--- config.mk ---
export PLATFORM = sky130hd
export DESIGN_NAME = pwm_ramp_ctrl
export DESIGN_NICKNAME = d
export VERILOG_FILES = /design/src/rtl/pwm_ramp_pkg.sv /design/src/rtl/pwm_ramp_step.sv /design/src/rtl/pwm_ramp_ctrl.sv
export SDC_FILE = /design/constraint.sdc
export NUM_CORES = 1
export LEC_CHECK = 0
export CAP_MARGIN = 10
export CORE_ASPECT_RATIO = 0.6
export CORE_MARGIN = 4
export CORE_UTILIZATION = 24
export CTS_BUF_LIST = sky130_fd_sc_hd__clkbuf_4 sky130_fd_sc_hd__clkbuf_8
export DETAILED_ROUTE_END_ITERATION = 16
export PLACE_DENSITY_LB_ADDON = 0.25
export SETUP_SLACK_MARGIN = 0.05
export SLEW_MARGIN = 40
export SYNTH_ARGS = -nofsm -noshare
export SYNTH_HDL_FRONTEND = slang
export SYNTH_SLANG_ARGS = --single-unit
--- constraint.sdc ---
create_clock -name CLK -period 18.5 [get_ports CLK]
set_input_delay 3.7 -clock CLK [delete_from_list [all_inputs] [get_ports CLK]]
set_output_delay 3.7 -clock CLK [all_outputs]
set_load 0.03 [all_outputs]
--- src/rtl/pwm_ramp_pkg.sv ---
// Shared types and default sizing for the LED PWM ramp controller.
package pwm_ramp_pkg;

    typedef enum logic [0:0] {
        ST_IDLE,
        ST_SCAN
    } state_e;

    localparam int DEF_CH       = 10;
    localparam int DEF_CNT_W    = 8;
    localparam int DEF_PRESC    = 195;
    localparam int DEF_STEP     = 4;
    localparam int DEF_RAMP_DIV = 4;

endpackage

--- src/rtl/pwm_ramp_step.sv ---
// Clamped single ramp step: moves cur toward tgt by at most STEP, never past tgt.
module pwm_ramp_step #(
    parameter int CNT_W = 8,
    parameter int STEP  = 4
) (
    input  logic [CNT_W-1:0] cur_i,
    input  logic [CNT_W-1:0] tgt_i,
    output logic [CNT_W-1:0] nxt_o
);

    localparam int STEP_C = (STEP > (1 << CNT_W)) ? (1 << CNT_W) : STEP;
    localparam logic [CNT_W:0] STEP_X = (CNT_W+1)'(STEP_C);

    logic [CNT_W:0] cur_x, tgt_x, up_gap, dn_gap, up_x, dn_x;

    // One extra bit so a full-scale STEP and the gaps never wrap.
    assign cur_x  = {1'b0, cur_i};
    assign tgt_x  = {1'b0, tgt_i};
    assign up_gap = tgt_x - cur_x;
    assign dn_gap = cur_x - tgt_x;
    assign up_x   = cur_x + STEP_X;
    assign dn_x   = cur_x - STEP_X;

    always_comb begin
        nxt_o = cur_i;
        if (tgt_x > cur_x) begin
            nxt_o = (up_gap > STEP_X) ? up_x[CNT_W-1:0] : tgt_i;
        end else if (tgt_x < cur_x) begin
            nxt_o = (dn_gap > STEP_X) ? dn_x[CNT_W-1:0] : tgt_i;
        end
    end

endmodule

--- src/rtl/pwm_ramp_ctrl.sv ---
// Multi-channel LED PWM with per-channel target duties applied at period boundaries.
// Define PWM_RAMP_CTRL_RAMP_EN for soft ramping (STEP/RAMP_DIV); otherwise targets jump directly.
module pwm_ramp_ctrl
    import pwm_ramp_pkg::*;
#(
    parameter int CH       = DEF_CH,
    parameter int CNT_W    = DEF_CNT_W,
    parameter int PRESC    = DEF_PRESC,
    parameter int STEP     = DEF_STEP,
    parameter int RAMP_DIV = DEF_RAMP_DIV,
    localparam int CH_W    = (CH > 1) ? $clog2(CH) : 1
) (
    input  logic             CLK,
    input  logic             RST,
    input  logic             WR_VALID,
    output logic             WR_READY,
    input  logic [CH_W-1:0]  WR_CH,
    input  logic [CNT_W-1:0] WR_DUTY,
    output logic [CH-1:0]    PWM_OUT,
    output logic             PERIOD_START,
    output logic             BUSY
);

    localparam int PR_W = (PRESC > 1) ? $clog2(PRESC) : 1;
    localparam logic [CH_W:0] CH_LIM = (CH_W+1)'(CH);

    if (CH < 1 || PRESC < 1 || STEP < 1 || RAMP_DIV < 1 ||
        PRESC * (2 ** CNT_W) <= CH + 1) begin : g_bad_params
        $error("pwm_ramp_ctrl: invalid parameter set");
    end

    logic [PR_W-1:0]  presc_q, presc_d;
    logic [CNT_W-1:0] cnt_q, cnt_d;
    logic             tick, bnd, scan_go, scan_we, wr_fire;

    logic [CH-1:0][CNT_W-1:0] tgt_q, cur_q, act_q;
    logic [CH-1:0]            pwm_q;
    logic                     busy_q;
    logic [CNT_W-1:0]         nxt_cur;

    state_e          state_q, state_d;
    logic [CH_W-1:0] idx_q, idx_d;

    assign tick    = (presc_q == PR_W'(PRESC - 1));
    assign bnd     = tick && (cnt_q == '1);
    assign presc_d = tick ? '0 : presc_q + PR_W'(1);
    assign cnt_d   = tick ? cnt_q + CNT_W'(1) : cnt_q;

    always_ff @(posedge CLK or posedge RST) begin
        if (RST) begin
            presc_q <= '0;
            cnt_q   <= '0;
        end else begin
            presc_q <= presc_d;
            cnt_q   <= cnt_d;
        end
    end

`ifdef PWM_RAMP_CTRL_RAMP_EN
    localparam int DIV_W = (RAMP_DIV > 1) ? $clog2(RAMP_DIV) : 1;
    logic [DIV_W-1:0] div_q, div_d;

    // Divider at zero on a boundary means this boundary triggers a ramp scan.
    assign scan_go = bnd && (div_q == '0);
    assign div_d   = !bnd ? div_q :
                     (div_q == '0) ? DIV_W'(RAMP_DIV - 1) : div_q - DIV_W'(1);

    always_ff @(posedge CLK or posedge RST) begin
        if (RST) div_q <= '0;
        else     div_q <= div_d;
    end

    pwm_ramp_step #(
        .CNT_W (CNT_W),
        .STEP  (STEP)
    ) u_step (
        .cur_i (cur_q[idx_q]),
        .tgt_i (tgt_q[idx_q]),
        .nxt_o (nxt_cur)
    );
`else
    assign scan_go = bnd;
    assign nxt_cur = tgt_q[idx_q];
`endif

    always_comb begin
        state_d = state_q;
        idx_d   = idx_q;
        scan_we = 1'b0;
        case (state_q)
            ST_IDLE: begin
                idx_d = '0;
                if (scan_go) state_d = ST_SCAN;
            end
            ST_SCAN: begin
                scan_we = 1'b1;
                if (idx_q == CH_W'(CH - 1)) begin
                    state_d = ST_IDLE;
                    idx_d   = '0;
                end else begin
                    idx_d = idx_q + CH_W'(1);
                end
            end
            default: begin
                state_d = ST_IDLE;
                idx_d   = '0;
            end
        endcase
    end

    always_ff @(posedge CLK or posedge RST) begin
        if (RST) begin
            state_q <= ST_IDLE;
            idx_q   <= '0;
        end else begin
            state_q <= state_d;
            idx_q   <= idx_d;
        end
    end

    // Out-of-range channel writes complete the handshake but touch nothing.
    assign WR_READY = !RST && (state_q == ST_IDLE);
    assign wr_fire  = WR_VALID && WR_READY && ({1'b0, WR_CH} < CH_LIM);

    always_ff @(posedge CLK or posedge RST) begin
        if (RST) begin
            tgt_q  <= '0;
            cur_q  <= '0;
            act_q  <= '0;
            pwm_q  <= '0;
            busy_q <= 1'b0;
        end else begin
            if (wr_fire) tgt_q[WR_CH] <= WR_DUTY;
            if (scan_we) cur_q[idx_q] <= nxt_cur;
            if (bnd)     act_q        <= cur_q;
            for (int i = 0; i < CH; i++) pwm_q[i] <= (cnt_q < act_q[i]);
            busy_q <= (cur_q != tgt_q);
        end
    end

    assign PWM_OUT      = pwm_q;
    assign PERIOD_START = bnd;
    assign BUSY         = busy_q;

endmodule

==> results.toml <==
[power]
swShare_pct = 28.4
power_switching_mw = 0.387
fin_total_pwr_mw = 1.36
power.internal_mw = 0.975
vdd_drop_max_uv = 40.4
p_seq_share_pct = 49.7
p_per_area_mw_per_mm2 = 90.0
p_leak_nw = 6.70
p_comb_share_pct = 11.4
pwr-share-clk_pct = 38.9

[routing]
drt_pre_antenna_iters = 5
drc_errors = 0
vias = 9056
via_per_inst = 4.58
wirelength_mm = 40.6
avgRoutedWirePerCell_um = 20.5
drtIter0Drc = 782
ant_nets = 0

[place]
io_buffers = 27
place_area_mm2 = 0.0143
pre_cts_ws_ns = 9.57
hpwl_mm = 30.5
gp_congestion = 0.923
dp.cells = 1906

[timing]
timing.final.crit_share_pct = 48.0
maxSlewViolCount = 0
hold_viol = 0
setup_tns_ns = 0
finClkSkew_ns = 0.0162
slew_headroom_pct = 43.6
worst_slack_ns = 9.61
finalSetupViolations = 0
worst_slew_pin_slew_ns = 0.845
fmax_mhz = 113
period_minus_slack_ns = 8.89
fin_hold_ws_ns = 0.508
rsz0062_at_grt = "no"

[yosys]
synth_cell_type_count = 43
synth_flop_cell = "dfrtp_1"
synth_edf_count = 0
synth_seq_area_share_pct = 51.4
netlist_area_mm2 = 0.0133
syn_nets = 1299
yosysWarnings = 0
syn_area_per_cell_um2 = 10.9
ys_seq_elements = 272
synthCells = 1211
synth-async-reset-ratio_pct = 100

[hold_path]
hold_start = "act_q[32]$_DFFE_PP0P_"
hold_class = "register to register"

[setup_path]
timing.rr.start = "cnt_q[2]$_DFFE_PP0N_"
crit_top_cell = "clkdlybuf4s50_1"
critPathLaunchType = "input port"
rrSetupSlack_ns = 15.35
crit_start = "RST"
cp-end-kind = "primary output"
critPathCapture = "WR_READY"
cp_slowest_stage_delay_ns = 0.69
slowest_stage = "clkdlybuf4s50_1"
criticalPathCategory = "input port to primary output"
timing.rr.end = "act_q[32]$_DFFE_PP0P_"
critPathArrivalTime_ns = 5.19
r2r_cells = 6
cp_data_required_time_ns = 14.80
crit_path_cell_trace = "clkdlybuf4s50_1 > nor2_2 > clkdlybuf4s50_1"
critPathMaxFanout = 2

[die]
core_area_mm2 = 0.0544
die_area_mm2 = 0.0592
start_util_pct = 24.4
fp-row-count = 66
die_y_um = 190
io-pin-count = 28
die_w_um = 311

[clocking]
clock_latency_ns = 0.58
cts_buffers = 42
cts_tree = "done"
ctsRootBufferMaster = "clkbuf_8"
cts.hold.buffers_added = 0
h-tree-depth = 2
clockBufferDepth = 3
clock_sinks = 272
clk_transition_reported_paths_ns = 0.06
cts_setup_buffers = 0
ctsResizeCount = 0

[finish]
fin_nets = 1324
area_growth_pct = 14.2
register_area_mm2 = 0.00681
final_cells = 1977
drive_above_1_share_pct = 17.2
multi_input_area_mm2 = 0.00592
post-route-cell-area_mm2 = 0.0151
n_fill_cell = 5660
final_util_pct = 27.8

[global_route]
grt_pass1_wl_mm = 59.9
track_usage_pct = 13.7
grt_max_degree = 124
grt_overflow = 0
antenna_found_initial = 0
grt_pass1_vias = 8810

[status]
status = "finished clean"

[flow_run]
cap_violations = 0
## worst min-delay path by stage
stage / end / slack (ns) / cells after the start
after floorplan: presc_q[7]$_DFF_PP0_ / 0.45 / 1
after global placement: presc_q[4]$_DFF_PP0_ / 0.48 / 1
after detailed placement: presc_q[7]$_DFF_PP0_ / 0.49 / 1
after CTS: presc_q[4]$_DFF_PP0_ / 0.51 / 1
after global routing: act_q[32]$_DFFE_PP0P_ / 0.52 / 1
final: act_q[32]$_DFFE_PP0P_ / 0.51 / 1
## area by class of cell
| type | count | share of cell area (%) |
|---|---|---|
| timing repair buffer | 34 | 2.21 |
| clock inverter | 4 | 0.149 |
| multi-input combinational | 801 | 39.1 |
| clock buffer | 66 | 5.46 |
| tap | 714 | 5.90 |
| antenna | 1 | 0.0165 |
| sequential | 272 | 45.0 |
| inverter | 85 | 2.19 |
## power groups by stage
stage / Combinational, mW / Clock, mW / Sequential (mW)
floorplan: 0.0946 / 0 / 0.663
global placement: 0.146 / 0 / 0.687
detailed placement: 0.149 / 0 / 0.688
CTS: 0.150 / 0.548 / 0.676
global route: 0.164 / 0.576 / 0.679
finish: 0.155 / 0.530 / 0.677
## registers in the layout, indices dropped and copies added (netlist names)
| register | flops |
|---|---|
| BUSY | 1 |
| PWM_OUT | 10 |
| act_q | 80 |
| cnt_q | 8 |
| cur_q | 80 |
| idx_q | 4 |
| presc_q | 8 |
| state_q | 1 |
| tgt_q | 80 |
## placed cells by master, fill, tap and decap left out, types with 3 or more instances in the layout
cell type | Yosys | layout
dfrtp_1 | 272 | 269
nand2_1 | 170 | 170
o21ai_0 | 157 | 157
mux2_2 | 91 | 91
inv_1 | 84 | 83
ha_1 | 73 | 73
clkbuf_8 | 0 | 53
xor2_1 | 52 | 50
xnor2_1 | 41 | 41
nor2_1 | 29 | 28
clkdlybuf4s50_1 | 0 | 27
a21oi_1 | 26 | 26
nor2b_1 | 17 | 17
mux2i_1 | 16 | 16
mux4_2 | 16 | 16
nand4_1 | 13 | 13
clkbuf_4 | 0 | 13
nor4_1 | 14 | 12
nand2b_1 | 11 | 11
o21a_1 | 11 | 11
a2111oi_0 | 10 | 10
a31o_2 | 10 | 10
nand3_1 | 7 | 7
o22a_2 | 6 | 6
and3_1 | 5 | 5
and2_1 | 4 | 4
buf_4 | 1 | 4
nor2_2 | 3 | 3
or3_1 | 3 | 3
clkinv_2 | 0 | 3
dfrtp_2 | 0 | 3
buf_6 | 2 | 3
## kinds of logic after synthesis
logic type      synth area share, %
flops                          51.4
xor+xnor                       6.15
simple gates                   10.1
mux                            11.7
fa+ha+maj                      6.89
compound gates                 9.55
buf+inv                        4.24
## per-layer routing
metal / GRT usage (%) / vias to the layer above / routed length (µm)
met5: 0 / - / 0
met4: 2.25 / 0 / 453
met3: 4.93 / 42 / 3560
met2: 17.1 / 216 / 15100
met1: 21.9 / 4610 / 21400
li1: - / 4188 / -
## worst max-delay path, delay by kind of cell
kind                   cells  cell delay, ns
buffers and inverters      2            1.28
and+or+nand+nor            1            0.21
## cell usage after synthesis (5+ instances only)
master,instances,area (µm²)
inv_1,84,315
ha_1,73,913
o22a_2,6,60.1
o21a_1,11,82.6
buf_2,19,95.1
and3_1,5,31.3
nor2_1,29,109
a21oi_1,26,130
nand3_1,7,35.0
mux4_2,16,360
mux2i_1,16,160
nand2_1,170,638
nand2b_1,11,68.8
nand4_1,13,81.3
xnor2_1,41,359
xor2_1,52,455
mux2_2,91,1020
buf_1,9,33.8
o21ai_0,157,786
a2111oi_0,10,87.6
clkbuf_1,21,78.8
nor4_1,14,87.6
nor2b_1,17,106
dfrtp_1,272,6810
a31o_2,10,87.6
No activity file was read; power rests on OpenSTA's default activity.
